[config.mk]
export PLATFORM = sky130hd
export DESIGN_NAME = bpsk_phase_gen
export DESIGN_NICKNAME = d
export VERILOG_FILES = /design/src/rtl/bpsk_pkg.sv /design/src/rtl/flag_delay_line.sv /design/src/rtl/bpsk_phase_gen.sv
export SDC_FILE = /design/constraint.sdc
export NUM_CORES = 1
export LEC_CHECK = 0
export ABC_AREA = 1
export CAP_MARGIN = 10
export CELL_PAD_IN_SITES_DETAIL_PLACEMENT = 1
export CELL_PAD_IN_SITES_GLOBAL_PLACEMENT = 2
export CORE_MARGIN = 3
export CORE_UTILIZATION = 35
export CTS_CLUSTER_SIZE = 30
export DETAILED_ROUTE_END_ITERATION = 6
export PLACE_DENSITY = 0.86
export SLEW_MARGIN = 5
export SYNTH_ARGS = -nofsm -noshare
export SYNTH_HDL_FRONTEND = slang
export SYNTH_HIERARCHICAL = 1
export SYNTH_SLANG_ARGS = --single-unit
[constraint.sdc]
create_clock -name clock -period 4 [get_ports clock]
set_clock_uncertainty 0.2 [all_clocks]
set_input_delay 0.8 -clock clock [delete_from_list [all_inputs] [get_ports clock]]
set_output_delay 0.8 -clock clock [all_outputs]
set_load 0.02 [all_outputs]
[src/rtl/bpsk_pkg.sv]
// -----------------------------------------------------------------------------
// bpsk_pkg
// Shared constants and types for the BPSK phase generator.
//   PI_OFFSET               : half-turn (pi) in 32-bit full-scale phase units
//   DEFAULT_CORDIC_LATENCY  : angle-register to sine/cosine output latency
//   phase_state_t           : symbol sequencer states (IDLE, RUN)
// -----------------------------------------------------------------------------
package bpsk_pkg;

  localparam logic [31:0] PI_OFFSET              = 32'h8000_0000;
  localparam int          DEFAULT_CORDIC_LATENCY = 16;

  typedef enum logic {
    IDLE = 1'b0,
    RUN  = 1'b1
  } phase_state_t;

endpackage : bpsk_pkg

[src/rtl/flag_delay_line.sv]
// -----------------------------------------------------------------------------
// flag_delay_line
// Plain DEPTH-stage shift register, WIDTH bits wide, advanced every clock.
// Used to line up per-sample flags with the CORDIC output samples.
//   clock   : system clock, rising edge
//   reset   : asynchronous, active-high; clears every stage
//   flags   : WIDTH-bit input word
//   delayed : flags delayed by exactly DEPTH clock cycles
// -----------------------------------------------------------------------------
module flag_delay_line #(
  parameter int DEPTH = 16,
  parameter int WIDTH = 2
) (
  input  logic             clock,
  input  logic             reset,
  input  logic [WIDTH-1:0] flags,
  output logic [WIDTH-1:0] delayed
);

  logic [WIDTH-1:0] stage [DEPTH];

  // NOTE: every stage is reset, not just the output one; otherwise stale flags
  // from before reset would emerge as phantom valid samples DEPTH cycles later.
  always_ff @(posedge clock or posedge reset) begin
    if (reset) begin
      for (int i = 0; i < DEPTH; i++) stage[i] <= '0;
    end else begin
      stage[0] <= flags;
      for (int i = 1; i < DEPTH; i++) stage[i] <= stage[i-1];
    end
  end

  assign delayed = stage[DEPTH-1];

endmodule : flag_delay_line

[src/rtl/bpsk_phase_gen.sv]
// -----------------------------------------------------------------------------
// bpsk_phase_gen
// Upstream feeder for the CORDIC sine/cosine stage of the BPSK modulator.
// Accepts data bits over valid/ready, holds each bit for SPS sample ticks,
// runs a continuous 32-bit carrier phase accumulator and adds 0 or pi per bit
// to form the CORDIC angle. Valid/symbol-start flags are also delayed by
// CORDIC_LATENCY cycles to line up with the CORDIC output samples.
//
// Configuration macro:
//   BPSK_DIFF_EN : when defined, differential encoding; the pi offset toggles
//                  on every accepted 1 bit (flip_reg <= flip_reg ^ bit).
//                  When undefined, the pi offset follows the current bit.
//
// Ports:
//   clock         in   system clock, rising edge
//   reset         in   asynchronous, active-high reset
//   enable        in   run gate; low freezes all state except the delay line
//   sample_tick   in   one-cycle strobe, one output sample per active tick
//   ftw           in   carrier frequency tuning word (2^32 = 2*pi)
//   bit_data      in   data bit to modulate
//   bit_valid     in   bit_data is valid
//   bit_ready     out  bit accepted this cycle when bit_valid is high
//   angle         out  registered CORDIC angle, signed 2's-complement phase
//   angle_valid   out  angle carries a modulated sample (one cycle per tick)
//   sym_start     out  angle is the first sample of a symbol
//   out_valid     out  angle_valid delayed CORDIC_LATENCY cycles
//   out_sym_start out  sym_start delayed CORDIC_LATENCY cycles
// -----------------------------------------------------------------------------
module bpsk_phase_gen
  import bpsk_pkg::*;
#(
  parameter int SPS            = 8,
  parameter int CORDIC_LATENCY = DEFAULT_CORDIC_LATENCY,
  parameter int PHASE_W        = 32
) (
  input  logic               clock,
  input  logic               reset,
  input  logic               enable,
  input  logic               sample_tick,
  input  logic [PHASE_W-1:0] ftw,
  input  logic               bit_data,
  input  logic               bit_valid,
  output logic               bit_ready,
  output logic [PHASE_W-1:0] angle,
  output logic               angle_valid,
  output logic               sym_start,
  output logic               out_valid,
  output logic               out_sym_start
);

  localparam int CNT_W = (SPS > 1) ? $clog2(SPS) : 1;

  phase_state_t     state, state_next;
  logic [CNT_W-1:0] count, count_next;
  logic [PHASE_W-1:0] phase;
  logic [PHASE_W-1:0] phase_adv;
  logic             active;
  logic             last_sample;
  logic             accept;
  logic             emit;
  logic             flip;
  logic [1:0]       delayed_flags;

  assign active      = enable & sample_tick;
  assign last_sample = (count == CNT_W'(SPS - 1));
  assign phase_adv   = phase + ftw;

  // ---------------------------------------------------------------------------
  // Sequencer: next state, handshake and sample emission
  // ---------------------------------------------------------------------------
  // NOTE: every output of this block is assigned a default first so that no
  // path leaves a signal unassigned, which would otherwise infer a latch.
  always_comb begin
    state_next = state;
    count_next = count;
    bit_ready  = 1'b0;
    accept     = 1'b0;
    emit       = 1'b0;

    unique case (state)
      IDLE: begin
        // Ready does not depend on enable: a bit may be loaded while disabled.
        bit_ready = 1'b1;
        if (bit_valid) begin
          accept     = 1'b1;
          count_next = '0;
          state_next = RUN;
        end
      end

      RUN: begin
        if (active) begin
          emit = 1'b1;
          if (last_sample) begin
            // Offering ready only on the last tick lets the next symbol start
            // on the very next tick with no gap.
            bit_ready  = 1'b1;
            count_next = '0;
            if (bit_valid) begin
              accept = 1'b1;
            end else begin
              state_next = IDLE;
            end
          end else begin
            count_next = count + 1'b1;
          end
        end
      end

      default: begin
        state_next = IDLE;
        count_next = '0;
      end
    endcase
  end

  // NOTE: sequential state uses non-blocking assignments so all registers
  // sample their inputs from the same pre-edge values.
  always_ff @(posedge clock or posedge reset) begin
    if (reset) begin
      state <= IDLE;
      count <= '0;
    end else begin
      state <= state_next;
      count <= count_next;
    end
  end

  // ---------------------------------------------------------------------------
  // Bit-to-offset mapping
  // ---------------------------------------------------------------------------
`ifdef BPSK_DIFF_EN
  // Differential encoding: the accepted bit is folded into the running flip.
  logic flip_reg;

  always_ff @(posedge clock or posedge reset) begin
    if (reset) begin
      flip_reg <= 1'b0;
    end else if (accept) begin
      flip_reg <= flip_reg ^ bit_data;
    end
  end

  assign flip = flip_reg;
`else
  logic cur_bit;

  always_ff @(posedge clock or posedge reset) begin
    if (reset) begin
      cur_bit <= 1'b0;
    end else if (accept) begin
      cur_bit <= bit_data;
    end
  end

  assign flip = cur_bit;
`endif

  // ---------------------------------------------------------------------------
  // Carrier phase accumulator and angle register
  // ---------------------------------------------------------------------------
  always_ff @(posedge clock or posedge reset) begin
    if (reset) begin
      phase       <= '0;
      angle       <= '0;
      angle_valid <= 1'b0;
      sym_start   <= 1'b0;
    end else begin
      // Advance in both states so the carrier stays continuous across gaps.
      if (active) begin
        phase <= phase_adv;
      end
      // The angle uses the post-advance phase, i.e. the sample for this tick.
      if (emit) begin
        angle <= phase_adv + (flip ? PI_OFFSET : '0);
      end
      angle_valid <= emit;
      sym_start   <= emit & (count == '0);
    end
  end

  // ---------------------------------------------------------------------------
  // Flag alignment with the CORDIC output
  // ---------------------------------------------------------------------------
  flag_delay_line #(
    .DEPTH (CORDIC_LATENCY),
    .WIDTH (2)
  ) u_flag_delay_line (
    .clock   (clock),
    .reset   (reset),
    .flags   ({angle_valid, sym_start}),
    .delayed (delayed_flags)
  );

  assign out_valid     = delayed_flags[1];
  assign out_sym_start = delayed_flags[0];

endmodule : bpsk_phase_gen
==> results.py <==
metrics = {
    "die": {
        "core_region_area_mm2": 0.0153,
        "die-area_mm2": 0.0173,
        "initial_core_util": 0.361,
        "fp-row-count": 45,
        "boundaryPins": 75,
        "die_x_um": 132,
        "die_height_um": 132,
    },
    "worst_setup_path": {
        "cp_data_arrival_time_ns": 2.24,
        "regToRegStartpoint": "phase[0]",
        "cpMaxStageDelayCell": "clkdlybuf4s50_1",
        "worstPathRequired_ns": 3.00,
        "worstPathCellList": "clkdlybuf4s50_1, nand2_1, o21ai_0, clkdlybuf4s50_1",
        "end_kind": "output port",
        "crit_family": "buffers and inverters",
        "worst-setup-path-type": "in -> out",
        "worstSetupStartpoint": "enable",
        "crit_top_cell": "clkdlybuf4s50_1",
        "cp_max_fo": 3,
        "cpPeakStageDelay_ns": 0.67,
        "critPathBufInv": 2,
        "critPathLaunchType": "primary input",
    },
    "drt": {
        "drcViolationCount": 0,
        "vias_per_cell": 4.90,
        "route.detailed.wl_per_inst_um": 16.8,
        "ant_nets": 0,
        "drt-pass1-iter-count": 4,
        "wl_um": 16300,
        "vias": 4764,
        "drt_iter0_drc": 208,
    },
    "timing": {
        "setup_viol": 0,
        "fin_setup_tns_ns": 0,
        "max_freq_mhz": 308,
        "period_needed_ns": 3.24,
        "hold_viol": 0,
        "tightest_slew_ns": 0.835,
        "slew_viol_final": 0,
        "fin_crit_sh": 0.811,
        "rsz0062_at_grt": "false",
        "maxSlewHeadroom": 0.443,
    },
    "power": {
        "switchingPower_mw": 2.41,
        "power_frac_comb": 0.533,
        "vdd_ir_drop_max_mv": 0.277,
        "p_int_mw": 2.91,
        "leakagePower_nw": 3.38,
        "clkPwrFrac": 0.165,
        "powerDensity_mw_per_mm2": 780,
        "switching_share": 0.453,
        "p_seq_frac": 0.303,
    },
    "worst_hold_path": {
        "hp-class": "reg -> reg",
        "min-delay-start": "u_flag_delay_line/stage[30]",
    },
    "logic_synthesis": {
        "syn_inst": 680,
        "yosysWarnings": 6,
        "synth_area_mm2": 0.00553,
        "synth.avg_cell_area_um2": 8.13,
        "post_synth_num_cell_types": 35,
        "synth_top_area_cell": "dfrtp_1",
        "synth_ff_type": "dfrtp_1",
        "synth_nets": 753,
        "ys_seq_area_frac": 0.466,
        "synthArstFlopShare": 1.00,
        "synth_common_cells": "nand2_1, dfrtp_1, inv_1, nand3_1, nor2_1",
        "synth-edff-count": 0,
        "yosysTopAreaCellShare": 0.466,
        "synth-seq-cells": 103,
        "yosysMostFrequentCell": "nand2_1",
        "synth_area_leaders": "dfrtp_1, nand2_1, ha_1",
    },
    "status": {
        "outcome": "completed",
    },
    "final_layout": {
        "fin_nets": 829,
        "register_area_mm2": 0.00258,
        "syn2layout_area_growth_pct": 23.5,
        "diodes": 0,
        "fillers": 1883,
        "finish.utilization": 0.446,
        "multi_input_area_mm2": 0.00269,
        "drive_gt1_frac": 0.0775,
    },
    "clock_network": {
        "cts_resized": 0,
        "clk_latency_ns": 0.36,
        "clock_sinks": 103,
        "postCtsSetupBuffers": 0,
        "tritoncts": "built",
        "ctsHoldBuffers": 0,
        "clkTransAtPathRegs_ns": 0.07,
        "ctsLongestPathBuffers": 2,
        "cts_buffers": 9,
        "cts_root_buffer": "clkbuf_16",
        "cts_max_level": 3,
    },
    "placed_design": {
        "gp_congestion": 0.890,
        "dpl.hpwl_um": 12600,
        "portBuffers": 74,
    },
    "flow_run": {
        "maxCapViolations": 0,
    },
    "global_route": {
        "grt_overflow": 0,
        "track_usage": 0.197,
        "grt_max_degree": 46,
        "antenna_found_initial": 0,
        "grt_pass1_wl_um": 27300,
        "first_global_vias": 5325,
    },
}
-- placed cells by master, fill, tap and decap left out, types with 3 or more instances in the layout --
| master | synthesis | routed |
|---|---|---|
| nor2_2 | 5 | 5 |
| a21oi_2 | 5 | 5 |
| dfrtp_1 | 103 | 103 |
| nand3_1 | 48 | 48 |
| nand3b_1 | 6 | 6 |
| clkdlybuf4s50_1 | 0 | 74 |
| nor3_1 | 6 | 6 |
| o21a_1 | 3 | 3 |
| o21ai_0 | 36 | 36 |
| nand2_1 | 235 | 235 |
| nand4_1 | 5 | 5 |
| inv_6 | 0 | 4 |
| nand2_2 | 13 | 13 |
| buf_4 | 2 | 3 |
| a21oi_1 | 35 | 35 |
| o21ai_1 | 4 | 4 |
| clkbuf_16 | 0 | 9 |
| o21bai_1 | 4 | 4 |
| xnor2_1 | 12 | 12 |
| inv_2 | 4 | 5 |
| ha_1 | 34 | 34 |
| xor2_1 | 5 | 5 |
| nor2_1 | 38 | 38 |
| inv_1 | 48 | 46 |
-- layer usage --
layer | vias up | part of all wire | track usage
met4 | 0 | 0.012 | 0.0589
met3 | 14 | 0.033 | 0.0299
met1 | 2329 | 0.47 | 0.257
met5 | - | 0 | 0
li1 | 2350 | - | -
met2 | 71 | 0.49 | 0.337
-- metrics by stage --
step / instances / area, um2 / worst slack, ns / hold slack, ns / total power, mW
after floorplan: 680 / 5530 / 1.20 / 0.131 / 3.47
after global placement: 955 / 6510 / 0.754 / 0.132 / 4.34
after detailed placement: 955 / 6510 / 0.702 / 0.137 / 4.46
after CTS: 971 / 6800 / 0.737 / 0.154 / 5.36
after global routing: 972 / 6830 / 0.672 / 0.159 / 5.78
final: 972 / 6830 / 0.755 / 0.152 / 5.32
-- sequential cells by signal, summed over array words and instances, names as in the netlist --
name / count
angle: 32
phase: 32
u_flag_delay_line/stage: 30
count: 3
u_flag_delay_line/delayed: 2
angle_valid: 1
cur_bit: 1
state: 1
sym_start: 1
-- kinds of logic (layout without fill, tap and decap cells) --
family,Yosys count,after routing,synth area share
AND/OR/NAND/NOR,368,368,0.289
flip-flops,103,103,0.466
AO/OA/AOI/OAI,91,91,0.0905
buffers and inverters,66,147,0.0471
adder cells (fa/ha/maj),35,35,0.0806
XOR/XNOR,17,17,0.0269
-- power by group through the flow --
| stage | Sequential (mW) | Clock (mW) | Combinational, mW |
|---|---|---|---|
| CTS | 1.62 | 0.893 | 2.85 |
| floorplan | 1.77 | 0 | 1.70 |
| finish | 1.61 | 0.877 | 2.84 |
| global route | 1.66 | 0.942 | 3.18 |
| detailed placement | 1.63 | 0 | 2.83 |
| global placement | 1.61 | 0 | 2.73 |
-- cell type report --
| cell class | instances | share of cell area |
|---|---|---|
| Inverter | 52 | 0.0286 |
| Clock buffer | 9 | 0.0330 |
| Clock inverter | 7 | 0.00935 |
| Timing Repair Buffer | 79 | 0.119 |
| Sequential cell | 103 | 0.378 |
| Tap cell | 211 | 0.0387 |
| Multi-Input combinational cell | 511 | 0.394 |
-- worst register-to-register path, cell delays in order (launching register included) --
cell	delay, ns
dfrtp_1	0.39
ha_1	0.25
fa_1	0.43
nand3_1	0.12
nand2_2	0.12
nand2_1	0.10
nand2_2	0.08
a21oi_2	0.20
inv_1	0.08
nand3_1	0.12
nand2_1	0.08
nand2_1	0.09
nand3_1	0.08
nand2_1	0.09
-- path summary, 6_finish.rpt --
kind                            cells past startpoint                          end  slack, ns
worst min-delay path                                0  u_flag_delay_line/stage[28]       0.15
worst max register to register                     13                    phase[26]       1.53
worst max-delay path                                4                    bit_ready       0.76
max in group asynchronous                           3                    angle[14]       2.22
min in group asynchronous                           2   u_flag_delay_line/stage[7]       0.55
worst min register to register                      0  u_flag_delay_line/stage[28]       0.15
(Power assumes the default switching activity.)
